$ cat src/rtl/vdp_mem_pkg.sv
// Shared memory-access types and lane helpers for the VDP memory clients.
package vdp_mem_pkg;

  typedef enum logic [1:0] {
    MEM_W8  = 2'b00,
    MEM_W16 = 2'b01,
    MEM_W32 = 2'b10
  } mem_size_t;

  typedef enum logic [1:0] {
    ST_INIT    = 2'd0,
    ST_IDLE    = 2'd1,
    ST_ACCESS  = 2'd2,
    ST_REFRESH = 2'd3
  } arb_state_t;

  // Encoding 11 is folded into the 32-bit case.
  function automatic mem_size_t decode_size(input logic [1:0] size);
    mem_size_t sz;
    case (size)
      2'b00:   sz = MEM_W8;
      2'b01:   sz = MEM_W16;
      default: sz = MEM_W32;
    endcase
    return sz;
  endfunction

  // Replicate LSB-aligned write data across every lane it may land on.
  function automatic logic [31:0] steer_data(input mem_size_t sz, input logic [31:0] wdata);
    logic [31:0] d;
    case (sz)
      MEM_W8:  d = {4{wdata[7:0]}};
      MEM_W16: d = {2{wdata[15:0]}};
      default: d = wdata;
    endcase
    return d;
  endfunction

  // Byte mask: a set bit means that byte is left untouched.
  function automatic logic [3:0] steer_mask(input mem_size_t sz, input logic [1:0] lane);
    logic [3:0] m;
    case (sz)
      MEM_W8:  m = ~(4'b0001 << lane);
      MEM_W16: m = lane[1] ? 4'b0011 : 4'b1100;
      default: m = 4'b0000;
    endcase
    return m;
  endfunction

  // Pull the addressed byte/half/word out of a core word, zero-extended.
  function automatic logic [31:0] extract_rdata(input mem_size_t sz, input logic [1:0] lane,
                                                input logic [31:0] dout);
    logic [31:0] r;
    case (sz)
      MEM_W8:  r = {24'h000000, dout[{lane, 3'b000} +: 8]};
      MEM_W16: r = lane[1] ? {16'h0000, dout[31:16]} : {16'h0000, dout[15:0]};
      default: r = dout;
    endcase
    return r;
  endfunction

endpackage

$ cat src/rtl/rr_arbiter.sv
// Round-robin arbiter: one-hot grant searched from just after the last winner.
module rr_arbiter #(
  parameter int WIDTH = 3,
  parameter int PTR_W = (WIDTH > 1) ? $clog2(WIDTH) : 1
) (
  input  logic             clk,
  input  logic             resetn,
  input  logic [WIDTH-1:0] req,
  input  logic             advance,
  output logic [WIDTH-1:0] grant,
  output logic [PTR_W-1:0] last_ptr
);

  logic [PTR_W-1:0] last_r;
  logic [PTR_W-1:0] grant_idx_s;
  logic [WIDTH-1:0] grant_s;
  logic             found_s;
  int               idx_s;

  // Walk one full turn starting at last+1; the first requester wins.
  always_comb begin
    grant_s     = '0;
    grant_idx_s = last_r;
    found_s     = 1'b0;
    idx_s       = 0;
    for (int i = 1; i <= WIDTH; i++) begin
      idx_s = int'(last_r) + i;
      if (idx_s >= WIDTH) begin
        idx_s = idx_s - WIDTH;
      end else begin
        idx_s = idx_s;
      end
      if (!found_s && req[idx_s]) begin
        grant_s[idx_s] = 1'b1;
        grant_idx_s    = PTR_W'(idx_s);
        found_s        = 1'b1;
      end else begin
        found_s = found_s;
      end
    end
  end

  // Remember the winner only when the grant is actually taken.
  always_ff @(posedge clk or negedge resetn) begin
    if (!resetn) begin
      last_r <= '0;
    end else if (advance) begin
      last_r <= grant_idx_s;
    end
  end

  assign grant    = grant_s;
  assign last_ptr = last_r;

endmodule

$ cat src/rtl/vram_port_arbiter.sv
// Multi-port SDRAM front-end: fixed-priority port 0, round-robin for the rest,
// self-scheduled auto-refresh, lane steering and read extraction.
module vram_port_arbiter
  import vdp_mem_pkg::*;
#(
  parameter int NUM_PORTS      = 4,
  parameter int OP_CYCLES      = 4,
  parameter int REFRESH_CYCLES = 405
) (
  input  logic                    clk,
  input  logic                    resetn,
  input  logic [NUM_PORTS-1:0]    req,
  input  logic [NUM_PORTS-1:0]    we,
  input  logic [2*NUM_PORTS-1:0]  size,
  input  logic [23*NUM_PORTS-1:0] addr,
  input  logic [32*NUM_PORTS-1:0] wdata,
  output logic [NUM_PORTS-1:0]    ack,
  output logic [NUM_PORTS-1:0]    rvalid,
  output logic [32*NUM_PORTS-1:0] rdata,
  output logic [20:0]             core_addr,
  output logic                    core_rd,
  output logic                    core_wr,
  output logic                    core_refresh,
  output logic [31:0]             core_din,
  output logic [3:0]              core_wdm,
  input  logic [31:0]             core_dout,
  input  logic                    core_busy,
  input  logic                    core_data_ready,
  output logic                    enabled,
  output logic                    fail
);

  localparam int GW     = NUM_PORTS - 1;
  localparam int PIW    = $clog2(NUM_PORTS);
  localparam int GPW    = (GW > 1) ? $clog2(GW) : 1;
  localparam int OCW    = (OP_CYCLES > 1) ? $clog2(OP_CYCLES) : 1;
  localparam int RCW    = (REFRESH_CYCLES > 1) ? $clog2(REFRESH_CYCLES) : 1;
  localparam int ADDR_W = 23;
  localparam int DATA_W = 32;

  arb_state_t             state_r, state_next_s;
  logic [OCW-1:0]         op_cnt_r;
  logic                   op_last_s;
  logic [RCW-1:0]         ref_cnt_r;
  logic                   ref_wrap_s;
  logic                   refresh_pending_r;
  logic                   do_grant_s, do_refresh_s, rr_advance_s;
  logic [PIW-1:0]         grant_port_s, group_port_s;
  logic [GW-1:0]          rr_grant_s;
  logic [GPW-1:0]         rr_last_unused_s;
  mem_size_t              sel_size_s;
  logic [ADDR_W-1:0]      sel_addr_s;
  logic [DATA_W-1:0]      sel_wdata_s;

  logic [NUM_PORTS-1:0]   ack_r, rvalid_r;
  logic [32*NUM_PORTS-1:0] rdata_r;
  logic [20:0]            core_addr_r;
  logic                   core_rd_r, core_wr_r, core_refresh_r;
  logic [31:0]            core_din_r;
  logic [3:0]             core_wdm_r;
  logic                   enabled_r, fail_r;
  logic [PIW-1:0]         cur_port_r;
  mem_size_t              cur_size_r;
  logic [1:0]             cur_lane_r;
  logic                   cur_we_r;

  rr_arbiter #(.WIDTH(GW), .PTR_W(GPW)) u_rr (
    .clk      (clk),
    .resetn   (resetn),
    .req      (req[NUM_PORTS-1:1]),
    .advance  (rr_advance_s),
    .grant    (rr_grant_s),
    .last_ptr (rr_last_unused_s)
  );

  // Convert the group one-hot grant into a full port index.
  always_comb begin
    group_port_s = '0;
    for (int i = 0; i < GW; i++) begin
      if (rr_grant_s[i]) begin
        group_port_s = PIW'(i + 1);
      end else begin
        group_port_s = group_port_s;
      end
    end
  end

  assign sel_size_s  = decode_size(size[grant_port_s*2 +: 2]);
  assign sel_addr_s  = addr[grant_port_s*ADDR_W +: ADDR_W];
  assign sel_wdata_s = wdata[grant_port_s*DATA_W +: DATA_W];
  assign op_last_s   = (op_cnt_r == OCW'(OP_CYCLES - 1));
  assign ref_wrap_s  = (state_r != ST_INIT) && (ref_cnt_r == RCW'(REFRESH_CYCLES - 1));

  // Next-state and arbitration decision: refresh, then port 0, then round-robin.
  always_comb begin
    state_next_s = state_r;
    do_grant_s   = 1'b0;
    do_refresh_s = 1'b0;
    rr_advance_s = 1'b0;
    grant_port_s = '0;
    case (state_r)
      ST_INIT: begin
        if (!core_busy) begin
          state_next_s = ST_IDLE;
        end else begin
          state_next_s = ST_INIT;
        end
      end
      ST_IDLE: begin
        if (refresh_pending_r) begin
          do_refresh_s = 1'b1;
          state_next_s = ST_REFRESH;
        end else if (req[0]) begin
          do_grant_s   = 1'b1;
          state_next_s = ST_ACCESS;
        end else if (|rr_grant_s) begin
          do_grant_s   = 1'b1;
          rr_advance_s = 1'b1;
          grant_port_s = group_port_s;
          state_next_s = ST_ACCESS;
        end else begin
          state_next_s = ST_IDLE;
        end
      end
      ST_ACCESS, ST_REFRESH: begin
        if (op_last_s) begin
          state_next_s = ST_IDLE;
        end else begin
          state_next_s = state_r;
        end
      end
      default: state_next_s = ST_INIT;
    endcase
  end

  // State register.
  always_ff @(posedge clk or negedge resetn) begin
    if (!resetn) begin
      state_r <= ST_INIT;
    end else begin
      state_r <= state_next_s;
    end
  end

  // Operation length counter for ACCESS and REFRESH.
  always_ff @(posedge clk or negedge resetn) begin
    if (!resetn) begin
      op_cnt_r <= '0;
    end else if (do_grant_s || do_refresh_s) begin
      op_cnt_r <= '0;
    end else if (state_r == ST_ACCESS || state_r == ST_REFRESH) begin
      op_cnt_r <= op_cnt_r + OCW'(1);
    end else begin
      op_cnt_r <= '0;
    end
  end

  // Refresh timer; a wrap in the same cycle as a refresh keeps the new request.
  always_ff @(posedge clk or negedge resetn) begin
    if (!resetn) begin
      ref_cnt_r         <= '0;
      refresh_pending_r <= 1'b0;
    end else begin
      if (state_r == ST_INIT || ref_wrap_s) begin
        ref_cnt_r <= '0;
      end else begin
        ref_cnt_r <= ref_cnt_r + RCW'(1);
      end
      if (ref_wrap_s) begin
        refresh_pending_r <= 1'b1;
      end else if (do_refresh_s) begin
        refresh_pending_r <= 1'b0;
      end
    end
  end

  // Grant capture, core command strobes, read completion and status flags.
  always_ff @(posedge clk or negedge resetn) begin
    if (!resetn) begin
      ack_r          <= '0;
      rvalid_r       <= '0;
      rdata_r        <= '0;
      core_addr_r    <= '0;
      core_rd_r      <= 1'b0;
      core_wr_r      <= 1'b0;
      core_refresh_r <= 1'b0;
      core_din_r     <= '0;
      core_wdm_r     <= '0;
      enabled_r      <= 1'b0;
      fail_r         <= 1'b0;
      cur_port_r     <= '0;
      cur_size_r     <= MEM_W32;
      cur_lane_r     <= 2'b00;
      cur_we_r       <= 1'b0;
    end else begin
      ack_r          <= '0;
      rvalid_r       <= '0;
      core_rd_r      <= 1'b0;
      core_wr_r      <= 1'b0;
      core_refresh_r <= do_refresh_s;
      if (state_r == ST_INIT && !core_busy) begin
        enabled_r <= 1'b1;
      end
      if (do_grant_s) begin
        ack_r[grant_port_s] <= 1'b1;
        cur_port_r  <= grant_port_s;
        cur_size_r  <= sel_size_s;
        cur_lane_r  <= sel_addr_s[1:0];
        cur_we_r    <= we[grant_port_s];
        core_addr_r <= sel_addr_s[22:2];
        core_din_r  <= steer_data(sel_size_s, sel_wdata_s);
        core_wdm_r  <= steer_mask(sel_size_s, sel_addr_s[1:0]);
        core_rd_r   <= ~we[grant_port_s];
        core_wr_r   <= we[grant_port_s];
      end
      if (state_r == ST_ACCESS && op_last_s && !cur_we_r) begin
        rdata_r[cur_port_r*DATA_W +: DATA_W] <= extract_rdata(cur_size_r, cur_lane_r, core_dout);
        rvalid_r[cur_port_r] <= 1'b1;
        if (!core_data_ready) begin
          fail_r <= 1'b1;
        end
      end
    end
  end

  assign ack          = ack_r;
  assign rvalid       = rvalid_r;
  assign rdata        = rdata_r;
  assign core_addr    = core_addr_r;
  assign core_rd      = core_rd_r;
  assign core_wr      = core_wr_r;
  assign core_refresh = core_refresh_r;
  assign core_din     = core_din_r;
  assign core_wdm     = core_wdm_r;
  assign enabled      = enabled_r;
  assign fail         = fail_r;

endmodule

$ cat config.mk
export PLATFORM = sky130hd
export DESIGN_NAME = vram_port_arbiter
export DESIGN_NICKNAME = d
export VERILOG_FILES = /design/src/rtl/vdp_mem_pkg.sv /design/src/rtl/rr_arbiter.sv /design/src/rtl/vram_port_arbiter.sv
export SDC_FILE = /design/constraint.sdc
export NUM_CORES = 1
export LEC_CHECK = 0
export ABC_AREA = 0
export CAP_MARGIN = 20
export CORE_AREA = 2 2 183 185
export DETAILED_ROUTE_END_ITERATION = 10
export DIE_AREA = 0 0 185 187
export PLACE_DENSITY_LB_ADDON = 0.12
export SLEW_MARGIN = 20
export SYNTH_ARGS = -nofsm -noshare
export SYNTH_HDL_FRONTEND = slang
export SYNTH_SLANG_ARGS = --single-unit
$ cat constraint.sdc
create_clock -name clk -period 4.45 [get_ports clk]
set_input_delay 0.89 -clock clk [delete_from_list [all_inputs] [get_ports clk]]
set_output_delay 0.89 -clock clk [all_outputs]
set_load 0.02 [all_outputs]
After elaboration in Yosys (flattened, before gate mapping). Cells that the tools add are included.

Register bits after elaboration: 221. Latch bits: 0. Bits in writable memories: 0. Memory bits (read-only): 0. Bits of input ports: 272. Output and inout bits: 198. Word-level logic and storage cells: 164. Memories: 0.

Add/sub/neg operators: 9. Multiply operators: 1. Div/mod/pow operators: 0. Magnitude comparators: 13. Equal/unequal tests: 9. Shifts and indexed selects: 7. Multiplexer cells: 71. Bitwise gates (word level): 5. Reduce and logical (&&, ||, !) cells: 29.

Operators with widths (count): 128-bit bitwise mux (1); 32-bit 2-to-1 mux (4); 32-bit case mux with 2 select lines (2); 32-bit by 34-bit variable shift with 128-bit output (first input constant) (1); 128-bit by 8-bit indexed part select with 32-bit output (1); 32-bit by 34-bit indexed part select with 128-bit output (1); 32-bit by 1-bit >= comparator with 1-bit output (second input constant) (3); 32-bit by 3-bit >= comparator with 1-bit output (second input constant) (3); 32-bit by 4-bit < comparator with 1-bit output (second input constant) (3); 32-bit by 3-bit subtractor with 32-bit output (second input constant) (3); 92-bit by 8-bit indexed part select with 23-bit output (1); 7-bit negator with 34-bit output (1); 32-bit by 6-bit indexed part select with 8-bit output (1); 2-bit 2-to-1 mux (15); 1-bit 2-to-1 mux (29); 16-bit 2-to-1 mux (1); 4-bit 2-to-1 mux (3); 1-bit logical AND (11); 1-bit demux with 2-bit select (5); 9-bit by 1-bit adder with 9-bit output (second input constant) (1); 9-bit == test (second input constant) (1); 3-bit 2-to-1 mux (3); 9-bit 2-to-1 mux (1); 1-bit binary-select mux with 2-bit select (4); 25 further kinds (45).

Logic depth before layout (Yosys ltp).
Depth in word-level cells: 25. Gate-level depth with buffers: 16. Mapped depth without buffers: 12.

Modules after synthesis. Synthesis repeated with hierarchy kept, for this count alone.

Cell total of the unflattened synthesis: 1115. Area total of the unflattened synthesis: 11006.8 µm².

Modules (own cells, without submodules): vram_port_arbiter (instances 1, cells each 1054, area an instance 10503.8 µm², seq. area each 5481.5 µm²); rr_arbiter (instances 1, cells each 61, area an instance 503.0 µm², seq. area each 50.0 µm²).

Worst setup path after synthesis. OpenSTA, ideal clock, no wires.

Path type: input -> register. Start: input req[3]. End: register core_wdm_r[3], in the netlist core_wdm[3]. Library setup time: 0.126 ns. Data arrival time: 3.290 ns. Required time: 4.324 ns. Slack: 1.034 ns. Stages: 9. Buffers on the path: 1. Cell sequence: a22o_1 > nor4_4 > a221oi_1 > a21oi_1 > mux2_2 > or2_0 > clkbuf_1 > nor3b_2 > a221o_1.

Longest elaborated chain between the ends: 22. Elaborated cells on any way between the ends: 44. Classes of those cells: 1 x mul; 2 x eq/ne; 3 x shift; 28 x mux; 3 x bitwise; 7 x reduce/logical.

Ends and longest elaborated chain: from (decl) (RTL line vram_port_arbiter.sv:12) `input logic [NUM_PORTS-1:0] req,`; 1-bit binary-select mux with 2-bit select (RTL line rr_arbiter.sv:33) `if (!found_s && req[idx_s]) begin`; 1-bit 2-to-1 mux (implied by the code) (2 in a row) (RTL line rr_arbiter.sv:33); 1-bit 2-to-1 mux (RTL line rr_arbiter.sv:33); 1-bit logical NOT (RTL line rr_arbiter.sv:33); 1-bit logical AND (RTL line rr_arbiter.sv:33); 1-bit 2-to-1 mux (RTL line rr_arbiter.sv:33); 1-bit logical NOT (RTL line rr_arbiter.sv:33); 1-bit logical AND (RTL line rr_arbiter.sv:33); (+5 left out); 2-bit 2-to-1 mux (RTL line vram_port_arbiter.sv:113) `end else if (req[0]) begin`; 2-bit 2-to-1 mux (RTL line vram_port_arbiter.sv:110) `if (refresh_pending_r) begin`; 2-bit 2-to-1 mux (RTL line vram_port_arbiter.sv:101) `case (state_r)`; 2-bit by 5-bit multiplier with 7-bit output or 8-bit by 4-bit indexed part select with 2-bit output (tied branches) (RTL line vram_port_arbiter.sv:89, vram_port_arbiter.sv:88); 92-bit by 8-bit indexed part select with 23-bit output (tied with other cells) (RTL line vram_port_arbiter.sv:89) `assign sel_addr_s = addr[grant_port_s*ADDR_W +: ADDR_W];`; 1-bit by 2-bit left shift with 4-bit output or 2-bit case mux with 2 select lines (tied branches) (RTL line vdp_mem_pkg.sv:43, vdp_mem_pkg.sv:20); 4-bit inverter (tied with other cells) (RTL line vdp_mem_pkg.sv:43) `MEM_W8: m = ~(4'b0001 << lane);`; 4-bit case mux with 2 select lines (RTL line vdp_mem_pkg.sv:42) `case (sz)`; to (signal assigned) (RTL line vram_port_arbiter.sv:212) `core_wdm_r <= steer_mask(sel_size_s, sel_addr_s[1:0]);`; to (decl) (RTL line vram_port_arbiter.sv:60) `logic [3:0] core_wdm_r;`.

Every way passes the cells marked *; elsewhere a longest branch is shown, timed or not. The select of a mux whose other input is x is not followed. A chain may end at the register's enable or synchronous reset.

Final worst setup path.
Start: register u_rr.last_r[0], in the netlist u_rr.last_ptr[0]. End: register core_din_r[17], in the netlist core_din[17].

Longest elaborated chain between the ends: 25. Elaborated cells on any way between the ends: 67. Classes of those cells: 6 x add/sub; 9 x order compare; 2 x eq/ne; 2 x shift; 36 x mux; 2 x bitwise; 10 x reduce/logical.

Ends and longest elaborated chain: from (decl) (RTL line rr_arbiter.sv:14) `logic [PTR_W-1:0] last_r;`; from (signal assigned) (RTL line rr_arbiter.sv:48) `last_r <= grant_idx_s;`; branches (longest 12 deep; another with 32-bit by 3-bit subtractor with 32-bit output); 3-bit 2-to-1 mux * (RTL line rr_arbiter.sv:33); 1-bit 2-to-1 mux (RTL line vram_port_arbiter.sv:80) `if (rr_grant_s[i]) begin`; 2-bit 2-to-1 mux (2 in a row) (RTL line vram_port_arbiter.sv:80); 2-bit 2-to-1 mux (RTL line vram_port_arbiter.sv:116) `end else if (|rr_grant_s) begin`; 2-bit 2-to-1 mux (RTL line vram_port_arbiter.sv:113); 2-bit 2-to-1 mux (RTL line vram_port_arbiter.sv:110); 2-bit 2-to-1 mux (RTL line vram_port_arbiter.sv:101); 8-bit by 4-bit indexed part select with 2-bit output (RTL line vram_port_arbiter.sv:88) `assign sel_size_s = decode_size(size[grant_port_s*2 +: 2]);`; 2-bit by 1-bit == test with 1-bit output or 2-bit logical NOT (tied branches) (RTL line vdp_mem_pkg.sv:20) `case (size)`; 2-bit case mux with 2 select lines (RTL line vdp_mem_pkg.sv:20); 2-bit by 1-bit == test with 1-bit output or 2-bit logical NOT (tied branches) (RTL line vdp_mem_pkg.sv:31) `case (sz)`; 32-bit case mux with 2 select lines (RTL line vdp_mem_pkg.sv:31); to (signal assigned) (RTL line vram_port_arbiter.sv:211) `core_din_r <= steer_data(sel_size_s, sel_wdata_s);`; to (decl) (RTL line vram_port_arbiter.sv:59) `logic [31:0] core_din_r;`.

Mark *: on every way between the ends. The select of a mux whose other input is x is not followed.

==> summary.txt <==
Run status
  – Status: finished clean

Worst setup path
  – FF-to-FF setup slack: ~120 ps
  – Crit. Startpoint: u_rr.last_ptr[0]$_DFFE_PN0P_
  – Setup Crit Path Kind: flip-flop to flip-flop
  – RR Endpoint: core_din[17]$_DFFE_PN0P_
  – Critical path arrival: 4730 ps
  – Capturing element type of the critical path: flip-flop
  – Max FO, Critical Path: 31
  – FF-to-FF path depth: 12
  – Setup crit start kind: flip-flop
  – Worst R2R Start: u_rr.last_ptr[0]$_DFFE_PN0P_
  – CP Capture Point: core_din[17]$_DFFE_PN0P_
  – Req. time, crit path: between 4000 and 5000 ps

Power and ir drop
  – Worst vdd ir: ~340 uV
  – Leak: about 7.7 nW
  – Pwr dens: approximately 570 mW/mm^2
  – Power Total: around 0.0099 W

Synth
  – Post-synth ARST share: 100%
  – Post-synthesis cell type count: 72
  – Most frequent cells after synthesis: 220 x dfrtp_1, 132 x a22o_1, 98 x nand2_1, 83 x mux2i_1, 60 x clkbuf_1
  – Post-synth EDFFs: 0
  – Post-synthesis cell area: 0.0112 mm^2
  – Synthesized Nets: around 1,300
  – Synth Instances: 1,036
  – Avg Cell Area, Syn: roughly 11 um^2
  – Register area share after synthesis: around half
  – Post-synth top area cell: dfrtp_1
  – Most frequent cell after synthesis: dfrtp_1
  – Flops & latches, synth: 221
  – Ys Warns: 0
  – Synth Flop Type: dfrtp_1
  – Area contributors post-synth: dfrtp_1 49%, a22o_1 10%, mux2i_1 7.4%
  – Share of the synthesized area in the top cell type: 49.2%

Timing
  – Worst-Margin Slew: around 960 ps
  – Final worst path period share: just under 100%
  – Final TNS setup: 0 ps
  – Count of final setup violators: 0
  – Max-slew violations: 0
  – Hold Vio Cnt, Final: 0
  – Max Clk Rate: 231 MHz
  – Setup Skew: 13.6 ps
  – Min Tclk post-route: ~4300 ps
  – Final setup margin: between 100 and 150 ps
  – RSZ-0062 raised after global routing: false
  – Slew headroom: between 30% and 40%

Clocking
  – TritonCTS clock tree: done
  – Reg clk slew, reported paths: about 60 ps
  – CTS Hold Buffers Added: 0
  – Clock Tree Buf Depth: 3
  – CTS root buffer: clkbuf_16
  – Clk_lat worst skew: 540 ps
  – # Post-CTS Setup Buffers: 0
  – CTS buffer count: 25
  – Max H-tree Level: 1
  – CTS sink cnt: 221
  – Post_cts resized: 0

Place
  – Port Buffers: approximately 470
  – Routability-driven placement congestion ratio: ~0.94
  – Post-DP HPWL: about 35,000 um
  – Dpl ws: -189 ps
  – DP Cell Count: 1,909

Routing
  – DRC viols: 0
  – Final ANT Viol Nets: 0
  – Initial DRC Count: roughly 540
  – WL per Instance: around 23 um
  – Vias: ~10,000
  – Via density: 5.29
  – Drt total wl: about 46,000 um
  – Drt pass-1 iters: 5

Final layout
  – Fraction of layout cells with a size suffix above 1: 9.56%
  – Post-layout nets: 1,776
  – Synth-to-layout area growth: 55.6%
  – Final std cells w/o fill: slightly below 2,000

Floorplanning
  – Die area: approximately 0.035 mm^2
  – Die Width: 185 um
  – Initial Utilization: between 30% and 40%
  – Rows: between 60 and 70
  – Ports: 470
  – Die height: ~190 um
  – Core Box Area: around 0.033 mm^2

GRT
  – First-pass GRT wire length: between 60,000 and 70,000 um
  – Tot GR Track Use: between 20% and 30%
  – Initial antenna violation count: 7
  – Vias in the first global route: about 11,000
  – Pin count of the biggest net entering global routing: roughly 110
  – Grt ovf: 0

Run
  – Max Cap Viol: 0

Min path
  – Hold Crit Class: input pin to asynchronous set/reset pin
## critical path, cell delays in order, from the launching register on
cell      delay [ps]
dfrtp_1          470
inv_1            160
ha_1             540
inv_1            190
nor4_4           530
a221oi_1         180
buf_4            190
a31oi_4          480
buf_12           300
mux2i_1          280
mux2i_1          220
mux2i_1          470
o21ai_0          150
## logic make-up after synthesis
logic type	synth area share (%)
buffers and inverters	3.91
xor gates and xnor gates	0.391
DFF	49.4
muxes	10.5
adders and majority gates	1.79
and+or+nand+nor	11.6
AOI/OAI and AO/OA	22.4
## worst min-delay path by stage
stage	slack (ps)	depth (start not counted)	from	endpoint
after floorplan	400	1	op_cnt_r[0]$_DFF_PN0_	op_cnt_r[0]$_DFF_PN0_
after global placement	420	1	op_cnt_r[0]$_DFF_PN0_	op_cnt_r[0]$_DFF_PN0_
after detailed placement	420	1	op_cnt_r[0]$_DFF_PN0_	op_cnt_r[0]$_DFF_PN0_
after CTS	430	1	resetn	rvalid[3]$_DFF_PN0_
after global routing	460	1	op_cnt_r[0]$_DFF_PN0_	op_cnt_r[0]$_DFF_PN0_
final	400	1	resetn	rdata[59]$_DFFE_PN0P_
## routing by layer
| layer | GRT usage [%] | share of wire (%) | up-vias | routed length, um |
|---|---|---|---|---|
| li1 | - | - | 4762 | - |
| met1 | 30.4 | 38 | 5073 | 17400 |
| met3 | 6.43 | 8.2 | 70 | 3730 |
| met4 | 8.24 | 3.1 | 2 | 1410 |
| met5 | 0 | 0.028 | - | 13 |
| met2 | 46.1 | 51 | 460 | 23200 |
## sequential cells by signal (all words and copies together), names as in the netlist, 2 cells and up
| register | flops |
|---|---|
| rvalid | 4 |
| cur_lane_r | 2 |
| u_rr.last_ptr | 2 |
| cur_size_r | 2 |
| cur_port_r | 2 |
| ack | 4 |
| core_wdm | 4 |
| op_cnt_r | 2 |
| state_r | 2 |
| core_din | 32 |
| ref_cnt_r | 9 |
| rdata | 128 |
| core_addr | 21 |
## cell type report
cell class	count	area, um^2
Fill cell	3022	15400
Sequential cell	221	5530
Multi-Input combinational cell	714	5300
Timing Repair Buffer	507	5050
Clock buffer	32	702
Tap cell	448	561
Clock inverter	14	191
Inverter	19	71.3
Antenna cell	6	15.0
## metrics by stage
step	hold WS, ps	util, %	area (um^2)
2_1_floorplan	403	-	11200
3_3_place_gp	416	50.3	16500
3_5_place_dp	420	50.3	16500
4_1_cts	429	53.0	17400
5_1_grt	464	53.0	17400
6_report	400	53.0	17400
## report_power, final
part | total [W] | switching, W | internal (W)
Sequential | 0.00290 | 0.000399 | 0.00250
Combinational | 0.00479 | 0.00268 | 0.00211
Clock | 0.00223 | 0.000878 | 0.00135
## layout by cell type (no fill, tap or decap), types with 9 or more instances in the layout
cell,netlist,final
a21o_1,12,10
a21oi_1,25,24
a221o_1,9,9
a22o_1,132,132
buf_4,2,33
clkbuf_16,0,25
clkdlybuf4s50_1,0,468
dfrtp_1,220,220
ha_1,16,16
inv_1,17,17
mux2_2,31,31
mux2i_1,83,83
nand2_1,98,98
nand2b_1,18,18
nand3_1,9,9
nor2_1,32,32
nor2b_1,12,12
o211ai_1,22,22
o21ai_0,58,57
or3_1,25,25
Power figures use the tool's default switching activity.
